===== src/rtl/config_frame_sequencer_pkg.sv =====
// Purpose: shared types and header layout for the configuration frame sequencer.
// Latency: n/a (declarations only).
// Backpressure: n/a. Optional build macro CFG_FRAME_CHECKSUM_EN adds the CHK state.
package config_frame_sequencer_pkg;

  // Header word layout: [31:24] magic, [23:16] column, [15:8] frame, [7:0] ignored.
  localparam logic [7:0] HdrMagic    = 8'hFA;
  localparam int         HdrFieldW   = 8;
  localparam int         HdrMagicLsb = 24;
  localparam int         HdrColLsb   = 16;
  localparam int         HdrFrameLsb = 8;

`ifdef CFG_FRAME_CHECKSUM_EN
  typedef enum logic [2:0] {
    ST_HDR, ST_DATA, ST_CHK, ST_STROBE, ST_DISCARD
  } seq_state_e;
`else
  typedef enum logic [2:0] {
    ST_HDR, ST_DATA, ST_STROBE, ST_DISCARD
  } seq_state_e;
`endif

endpackage


===== src/rtl/config_frame_sequencer_hdr_decode.sv =====
// Purpose: combinational header check (magic + column/frame range) and field extract.
// Latency: 0 cycles (pure combinational).
// Backpressure: none; caller qualifies with its own handshake.
// Ports: hdr_hi = header bits [31:8]; magic_ok, range_ok flags; col, frame fields.
module config_frame_hdr_decode
  import config_frame_sequencer_pkg::*;
#(
  parameter int NumColumns      = 16,
  parameter int MaxFramesPerCol = 20
) (
  input  logic [31:8] hdr_hi,
  output logic        magic_ok,
  output logic        range_ok,
  output logic [7:0]  col,
  output logic [7:0]  frame
);

  always_comb begin
    col      = hdr_hi[HdrColLsb   +: HdrFieldW];
    frame    = hdr_hi[HdrFrameLsb +: HdrFieldW];
    magic_ok = (hdr_hi[HdrMagicLsb +: HdrFieldW] == HdrMagic);
    range_ok = (int'(col) < NumColumns) && (int'(frame) < MaxFramesPerCol);
  end

endmodule


===== src/rtl/config_frame_sequencer.sv =====
// Purpose: turns a header+data word stream into one-hot column/frame write strobes.
// Latency: header accept to strobe = NumRows+1 cycles (NumRows+2 with CFG_FRAME_CHECKSUM_EN).
// Backpressure: s_ready low only in reset and the single STROBE cycle; s_valid low stalls.
// Ports: CLK/resetn; s_data/s_valid/s_ready stream in; FrameData, FrameStrobe, ColSelect
//        to the fabric; frames_done count, sticky cfg_err, busy (not in HDR).
module config_frame_sequencer
  import config_frame_sequencer_pkg::*;
#(
  parameter int MaxFramesPerCol = 20,
  parameter int FrameBitsPerRow = 32,
  parameter int NumRows         = 8,
  parameter int NumColumns      = 16
) (
  input  logic                               CLK,
  input  logic                               resetn,
  input  logic [31:0]                        s_data,
  input  logic                               s_valid,
  output logic                               s_ready,
  output logic [NumRows*FrameBitsPerRow-1:0] FrameData,
  output logic [MaxFramesPerCol-1:0]         FrameStrobe,
  output logic [NumColumns-1:0]              ColSelect,
  output logic [15:0]                        frames_done,
  output logic                               cfg_err,
  output logic                               busy
);

  // Counter is shared by DATA (row index) and DISCARD (words dropped).
  localparam int RowW = $clog2(NumRows + 2);
  localparam logic [RowW-1:0] LastRow = RowW'(NumRows - 1);
`ifdef CFG_FRAME_CHECKSUM_EN
  localparam logic [RowW-1:0] DiscardLast = RowW'(NumRows);
`else
  localparam logic [RowW-1:0] DiscardLast = RowW'(NumRows - 1);
`endif

  seq_state_e                         state_q, state_d;
  logic [RowW-1:0]                    row_q, row_d;
  logic [7:0]                         col_q, col_d;
  logic [7:0]                         frame_q, frame_d;
  logic [NumRows*FrameBitsPerRow-1:0] frame_data_q, frame_data_d;
  logic [15:0]                        frames_done_q, frames_done_d;
  logic                               cfg_err_q, cfg_err_d;
  logic                               rdy_en_q;
`ifdef CFG_FRAME_CHECKSUM_EN
  logic [31:0]                        chk_q, chk_d;
`endif

  logic       hdr_magic_ok, hdr_range_ok;
  logic [7:0] hdr_col, hdr_frame;
  logic       accept;

  config_frame_hdr_decode #(
    .NumColumns      (NumColumns),
    .MaxFramesPerCol (MaxFramesPerCol)
  ) u_hdr_decode (
    .hdr_hi   (s_data[31:8]),
    .magic_ok (hdr_magic_ok),
    .range_ok (hdr_range_ok),
    .col      (hdr_col),
    .frame    (hdr_frame)
  );

  assign accept = s_valid && s_ready;

  // State register.
  always_ff @(posedge CLK or negedge resetn) begin
    if (!resetn) state_q <= ST_HDR;
    else         state_q <= state_d;
  end

  // Datapath registers. rdy_en_q holds s_ready low until the first edge after reset.
  always_ff @(posedge CLK or negedge resetn) begin
    if (!resetn) begin
      row_q         <= '0;
      col_q         <= '0;
      frame_q       <= '0;
      frame_data_q  <= '0;
      frames_done_q <= '0;
      cfg_err_q     <= 1'b0;
      rdy_en_q      <= 1'b0;
`ifdef CFG_FRAME_CHECKSUM_EN
      chk_q         <= '0;
`endif
    end else begin
      row_q         <= row_d;
      col_q         <= col_d;
      frame_q       <= frame_d;
      frame_data_q  <= frame_data_d;
      frames_done_q <= frames_done_d;
      cfg_err_q     <= cfg_err_d;
      rdy_en_q      <= 1'b1;
`ifdef CFG_FRAME_CHECKSUM_EN
      chk_q         <= chk_d;
`endif
    end
  end

  // Next-state and datapath updates. Every transition except STROBE waits on accept.
  always_comb begin
    state_d       = state_q;
    row_d         = row_q;
    col_d         = col_q;
    frame_d       = frame_q;
    frame_data_d  = frame_data_q;
    frames_done_d = frames_done_q;
    cfg_err_d     = cfg_err_q;
`ifdef CFG_FRAME_CHECKSUM_EN
    chk_d         = chk_q;
`endif
    unique case (state_q)
      ST_HDR: if (accept) begin
        row_d = '0;
        if (!hdr_magic_ok) begin
          cfg_err_d = 1'b1;
        end else if (!hdr_range_ok) begin
          cfg_err_d = 1'b1;
          state_d   = ST_DISCARD;
        end else begin
          col_d   = hdr_col;
          frame_d = hdr_frame;
          state_d = ST_DATA;
`ifdef CFG_FRAME_CHECKSUM_EN
          chk_d   = '0;
`endif
        end
      end
      ST_DATA: if (accept) begin
        frame_data_d[int'(row_q)*FrameBitsPerRow +: FrameBitsPerRow] = FrameBitsPerRow'(s_data);
        row_d = row_q + 1'b1;
`ifdef CFG_FRAME_CHECKSUM_EN
        chk_d = chk_q ^ s_data;
`endif
        if (row_q == LastRow) begin
          row_d = '0;
`ifdef CFG_FRAME_CHECKSUM_EN
          state_d = ST_CHK;
`else
          state_d = ST_STROBE;
`endif
        end
      end
`ifdef CFG_FRAME_CHECKSUM_EN
      ST_CHK: if (accept) begin
        if (s_data == chk_q) begin
          state_d = ST_STROBE;
        end else begin
          cfg_err_d = 1'b1;
          state_d   = ST_HDR;
        end
      end
`endif
      ST_STROBE: begin
        frames_done_d = frames_done_q + 16'd1;
        state_d       = ST_HDR;
      end
      ST_DISCARD: if (accept) begin
        row_d = row_q + 1'b1;
        if (row_q == DiscardLast) begin
          row_d   = '0;
          state_d = ST_HDR;
        end
      end
      default: state_d = ST_HDR;
    endcase
  end

  // Outputs.
  always_comb begin
    s_ready     = rdy_en_q && (state_q != ST_STROBE);
    busy        = (state_q != ST_HDR);
    FrameData   = frame_data_q;
    frames_done = frames_done_q;
    cfg_err     = cfg_err_q;
    for (int i = 0; i < MaxFramesPerCol; i++) begin
      FrameStrobe[i] = (state_q == ST_STROBE) && (int'(frame_q) == i);
    end
    for (int i = 0; i < NumColumns; i++) begin
      ColSelect[i] = (state_q == ST_STROBE) && (int'(col_q) == i);
    end
  end

endmodule

===== config.mk =====
export PLATFORM = sky130hd
export DESIGN_NAME = config_frame_sequencer
export DESIGN_NICKNAME = d
export VERILOG_FILES = /design/src/rtl/config_frame_sequencer_pkg.sv /design/src/rtl/config_frame_sequencer_hdr_decode.sv /design/src/rtl/config_frame_sequencer.sv
export SDC_FILE = /design/constraint.sdc
export NUM_CORES = 1
export LEC_CHECK = 0
export CORE_MARGIN = 2
export CORE_UTILIZATION = 50
export DETAILED_ROUTE_END_ITERATION = 7
export PLACE_DENSITY = 0.83
export SYNTH_ARGS = -nofsm -noshare
export SYNTH_HDL_FRONTEND = slang
export SYNTH_SLANG_ARGS = --single-unit

===== constraint.sdc =====
create_clock -name CLK -period 5.31 [get_ports CLK]
set_clock_uncertainty 0.15 [all_clocks]
set_input_delay 0.531 -clock CLK [delete_from_list [all_inputs] [get_ports CLK]]
set_output_delay 0.531 -clock CLK [all_outputs]
set_load 0.02 [all_outputs]

After elaboration in Yosys (flattened, before gate mapping):

Index checks and enable logic that the tools add are counted.

* register bits after elaboration: 297
* bits in latches: 0
* bits in writable memories: 0
* bits in read-only memories: 0
* input port bits: 35
* word-level logic and storage cells: 128
* memories kept: 0

* $add $sub $neg: 3
* multiply operators: 0
* divide/modulo/power cells: 0
* order comparisons: 2
* equality and inequality tests: 48
* shifts and indexed selects: 2
* multiplexer cells: 15
* bitwise gates (word level): 0
* reductions and logical operators: 50

Operator list (number)
* bitwise mux 256 bit: 1
* variable shift 32 x 33 -> 256 bit (first input constant): 1
* indexed part select 32 x 33 -> 256 bit: 1
* equality test 8 x 5 -> 1 bit (second input constant): 16
* equality test 8 x 4 -> 1 bit (second input constant): 8
* logical AND 1 bit: 39
* negation 9 -> 33 bit: 1
* equality test 8 x 3 -> 1 bit (second input constant): 4
* equality test 8 x 6 -> 1 bit (second input constant): 4
* 2-to-1 mux 3 bit: 6
* adder 16 x 1 -> 16 bit (second input constant): 1
* equality test 8 x 2 -> 1 bit (second input constant): 2
* logical NOT 8 bit: 2
* < comparator 8 x 5 -> 1 bit (second input constant): 2
* inequality test 2 bit (second input constant): 7
* 2-to-1 mux 4 bit: 3
* case mux 3 bit (3 select lines): 1
* equality test 8 bit (second input constant): 1
* case mux 4 bit (2 select lines): 1
* equality test 3 x 2 -> 1 bit (second input constant): 2
* AND reduction 3 bit: 2
* AND reduction 6 bit: 1
* adder 4 x 1 -> 4 bit (second input constant): 1
* equality test 4 x 3 -> 1 bit (second input constant): 1
* other kinds (11): 12

Depth between registers and ports, before layout:

* depth after elaboration: 6
* depth in mapped cells: 10
* mapped depth without buffers: 6

By module:

A second synthesis with hierarchy kept.

* cells, all modules: 930
* area, all modules: 12547.0 µm²

Modules (own cells, without submodules)
* config_frame_sequencer: instances 1, cells each 907, area an instance 12383.1 µm², sequential area each 7407.1 µm²
* config_frame_hdr_decode: instances 1, cells each 23, area an instance 163.9 µm², sequential area each 0.0 µm²

Least setup slack after synthesis:

OpenSTA, ideal clock, no wires.

* path type: reg2reg
* start: register row_q[0]
* end: register frame_data_q[10], in the netlist FrameData[10]
* arrival time: 2.653 ns
* required time: 5.035 ns
* setup slack: 2.381 ns
* cell stages (with the launch flop): 11
* path buffers: 4
* period minus slack after synthesis: 2.929 ns
* cells stage by stage: dfrtp_1 > clkbuf_1 > buf_2 > buf_1 > nor3_1 > ha_1 > or3b_2 > nor4_4 > nand2_2 > buf_6 > mux2_4

* cells in the longest elaborated chain, start to end: 3
* elaborated cells between the ends (all ways): 4
* those cells by class: 1 x add/sub; 2 x shift; 1 x mux

Ends and longest elaborated chain
* start: declaration: line config_frame_sequencer.sv:37 `logic [RowW-1:0] row_q, row_d;`
* start signal: assignment: line config_frame_sequencer.sv:85 `row_q <= row_d;`
* negation 9 -> 33 bit (*): line config_frame_sequencer.sv:128 `frame_data_d[int'(row_q)*FrameBitsPerRow +: FrameBitsPerRow] = FrameBitsPerRow'(s_data);`
* indexed part select 32 x 33 -> 256 bit / variable shift 32 x 33 -> 256 bit (equally long branches): line config_frame_sequencer.sv:128
* bitwise mux 256 bit (*): line config_frame_sequencer.sv:128
* end signal: assignment: line config_frame_sequencer.sv:88 `frame_data_q <= frame_data_d;`
* end: declaration: line config_frame_sequencer.sv:40 `logic [NumRows*FrameBitsPerRow-1:0] frame_data_q, frame_data_d;`

Every way passes the cells marked *; elsewhere a longest branch is shown, timed or not.
A chain may end at the register's enable or synchronous reset.

Final worst setup path:

* start: register row_q[0]
* end: register frame_data_q[14], in the netlist FrameData[14]

Same word-level chain as after synthesis.

==> out/metrics.yaml <==
final_layout:
  synthToLayoutAreaGrowth_pct: 38.6
  nets: 1374
  layout-drive-gt1-share_pct: 17.6
  final_cell_area_um2: 17100
  final_common_cell: "clkdlybuf4s50_1"
  regArea_um2: 7410
  multi_input_area_um2: 4540
  layout_common_cells: "344 x clkdlybuf4s50_1, 295 x dfrtp_1, 157 x nand2_1"
  n_fill_cell: 1711
  diodes: 0
global_route:
  grt_util_all_layers_pct: 26.9
  grt_pass1_wl_um: 54200
  antenna_found_initial: 0
  grt_overflow: 0
  grt_max_degree: 140
  first_global_vias: 9289
timing:
  worst_pin_slew_ns: 1.21
  min_period_ns: 3.73
  rsz0062_at_grt: "no"
  max_freq_ghz: 0.268
  hold_violations: 40
  final-max-slew-violation-count: 0
  whs_ns: -0.0575
  fin_tns_setup_ns: 0
  setup_viol: 0
  period_share_pct: 70.3
  relSlewSlack_pct: 19.2
yosys:
  synth-compound-area-share_pct: 3.09
  synthMuxAreaShare_pct: 19.7
  synthSimpleGateAreaFrac_pct: 11.9
  synth.distinct_cells: 45
  yosysTopAreaCell: "dfrtp_1"
  synth-edff-count: 0
  synth_seq_cells: 296
  ys_warn_count: 0
  synthCells: 1003
  synth_top_area_share_pct: 60.1
  synth_top_family_by_area: "multiplexers"
  synth_seq_area_share_pct: 60.1
  synth_nets: 1042
  synth_xor_area_share_pct: 1.28
  synthAdderAreaFrac_pct: 0.406
  syn_area_um2: 12300
  synthArstFlopShare_pct: 100
  ys.flop_type: "dfrtp_1"
  ys_top_cells_by_area: "dfrtp_1 60%, mux2_2 12%, nand2_1 4.8%"
  syn_avg_cell_area_um2: 12.3
clock_tree:
  clockRootBuffer: "clkbuf_16"
  postCtsSetupRepairBufs: 0
  cts_resized: 0
  holdBufCountCts: 0
  cts.clk_slew.worst_paths_ns: 0.06
  clock_path_buffers: 3
  htree_levels: 1
  cts_tree: "done"
  cts_made_buffers: 30
  numClockSinks: 296
  clock_latency_ns: 0.54
worst_setup_path:
  critPathLaunchType: "register"
  endpoint_kind: "register"
  crit_required_ns: 5.58
  critical_path.max_fanout: 44
  cp.arrival_ns: 4.00
  worstSetupPathType: "register to register"
routing:
  num_vias: 8920
  ant_nets: 0
  first_iter_violations: 441
  routed_wl_um: 34800
  routedWlPerCell_um: 20.7
  viasPerCell: 5.31
  firstDrtPassIters: 5
  drc: 0
run_status:
  violations: "hold timing"
  status: "finished, violations left"
power:
  irDropWorstVdd_v: 0.000270
  p_per_area_nw_per_um2: 299
  p_leak_nw: 8.27
job:
  drv_cap: 0
floorplanning:
  rows: 57
  die_w_um: 161
  fp.dieH_um: 161
  io_pins: 346
  dieArea_um2: 25900
  initial_core_util_pct: 50.9
  coreArea_um2: 24200
placement:
  place_congestion: 0.823
  dpl_cell_area_um2: 16100
  dp_hpwl_um: 23800
  port_buffers: 345
min_path:
  hp-class: "primary input to async pin"
synth_stat cells (9+ instances only):
library cell,n
dfrtp_1,296
nand2_1,157
mux2_2,135
o21ai_0,58
inv_1,38
and3_1,36
nor2_1,33
mux2i_1,32
clkbuf_1,31
mux2_4,30
buf_2,16
nand3_1,15
nor3_1,15
xnor2_1,15
mux2_1,12
nor2b_1,11
nand4_1,9
routing by layer:
layer  track usage, %  part of all wire (%)  wire length, um
met3             7.65                   8.2             2850
met2             45.6                    49            17200
met1             34.2                    40            13800
met5                0                     0                0
met4             7.14                   2.7              943
cells by family (layout without fill, tap and decap cells):
group / count (synthesis) / in the layout
AO/OA/AOI/OAI: 70 / 70
XOR/XNOR: 18 / 18
adder cells (fa/ha/maj): 4 / 4
buffers and inverters: 96 / 449
flip-flops: 296 / 296
multiplexers: 209 / 209
other: 1 / 1
AND/OR/NAND/NOR: 309 / 309
cell type report:
class                           instances  share of cell area, %
Clock buffer                           43                   5.09
Clock inverter                         10                  0.908
Inverter                               38                  0.834
Multi-Input combinational cell        611                   26.6
Sequential cell                       296                   43.3
Tap cell                              324                   2.37
Timing Repair Buffer                  358                   20.9
worst max-delay path: stages, from the launching register on:
cell and delay (ns):
dfrtp_2 0.92, inv_1 0.14, ha_1 0.41, or3b_2 0.52
nor4_4 0.17, nand2_2 0.71, mux2_4 0.56
registers in the layout, summed over array words and instances (netlist names):
register and cells:
frame_q 8, row_q 4, col_q 8, frames_done 16, state_q 2, cfg_err 1, FrameData 256, rdy_en_q 1
where the power goes:
part	leakage (nW)	internal [mW]	switching [mW]	total (mW)
registers	3.95	2.30	0.0624	2.36
logic	3.82	0.230	0.345	0.575
clock network	0.499	1.32	0.851	2.18
per-stage QoR:
step           power (mW)  utilization (%)  std cells  worst slack [ns]
6_report             5.11             70.5       1680              1.58
5_1_grt              5.31             70.5       1680              1.35
3_5_place_dp         2.97             66.3       1627              1.58
3_3_place_gp         2.96             66.3       1627              1.64
2_1_floorplan        2.68                -       1003              2.38
4_1_cts              5.16             70.5       1680              1.58
final timing paths:
path	startpoint	to	slack [ns]	cells after the start
min in group CLK	FrameData[248]	FrameData[248]	0.33	2
min	resetn	FrameData[46]	-0.06	1
max in group asynchronous	resetn	FrameData[62]	3.87	2
min reg2reg	FrameData[248]	FrameData[248]	0.33	2
max reg2reg	row_q[0]	FrameData[14]	1.58	6
max	row_q[0]	FrameData[14]	1.58	6
Note: power is estimated with default switching activity, not from simulation.
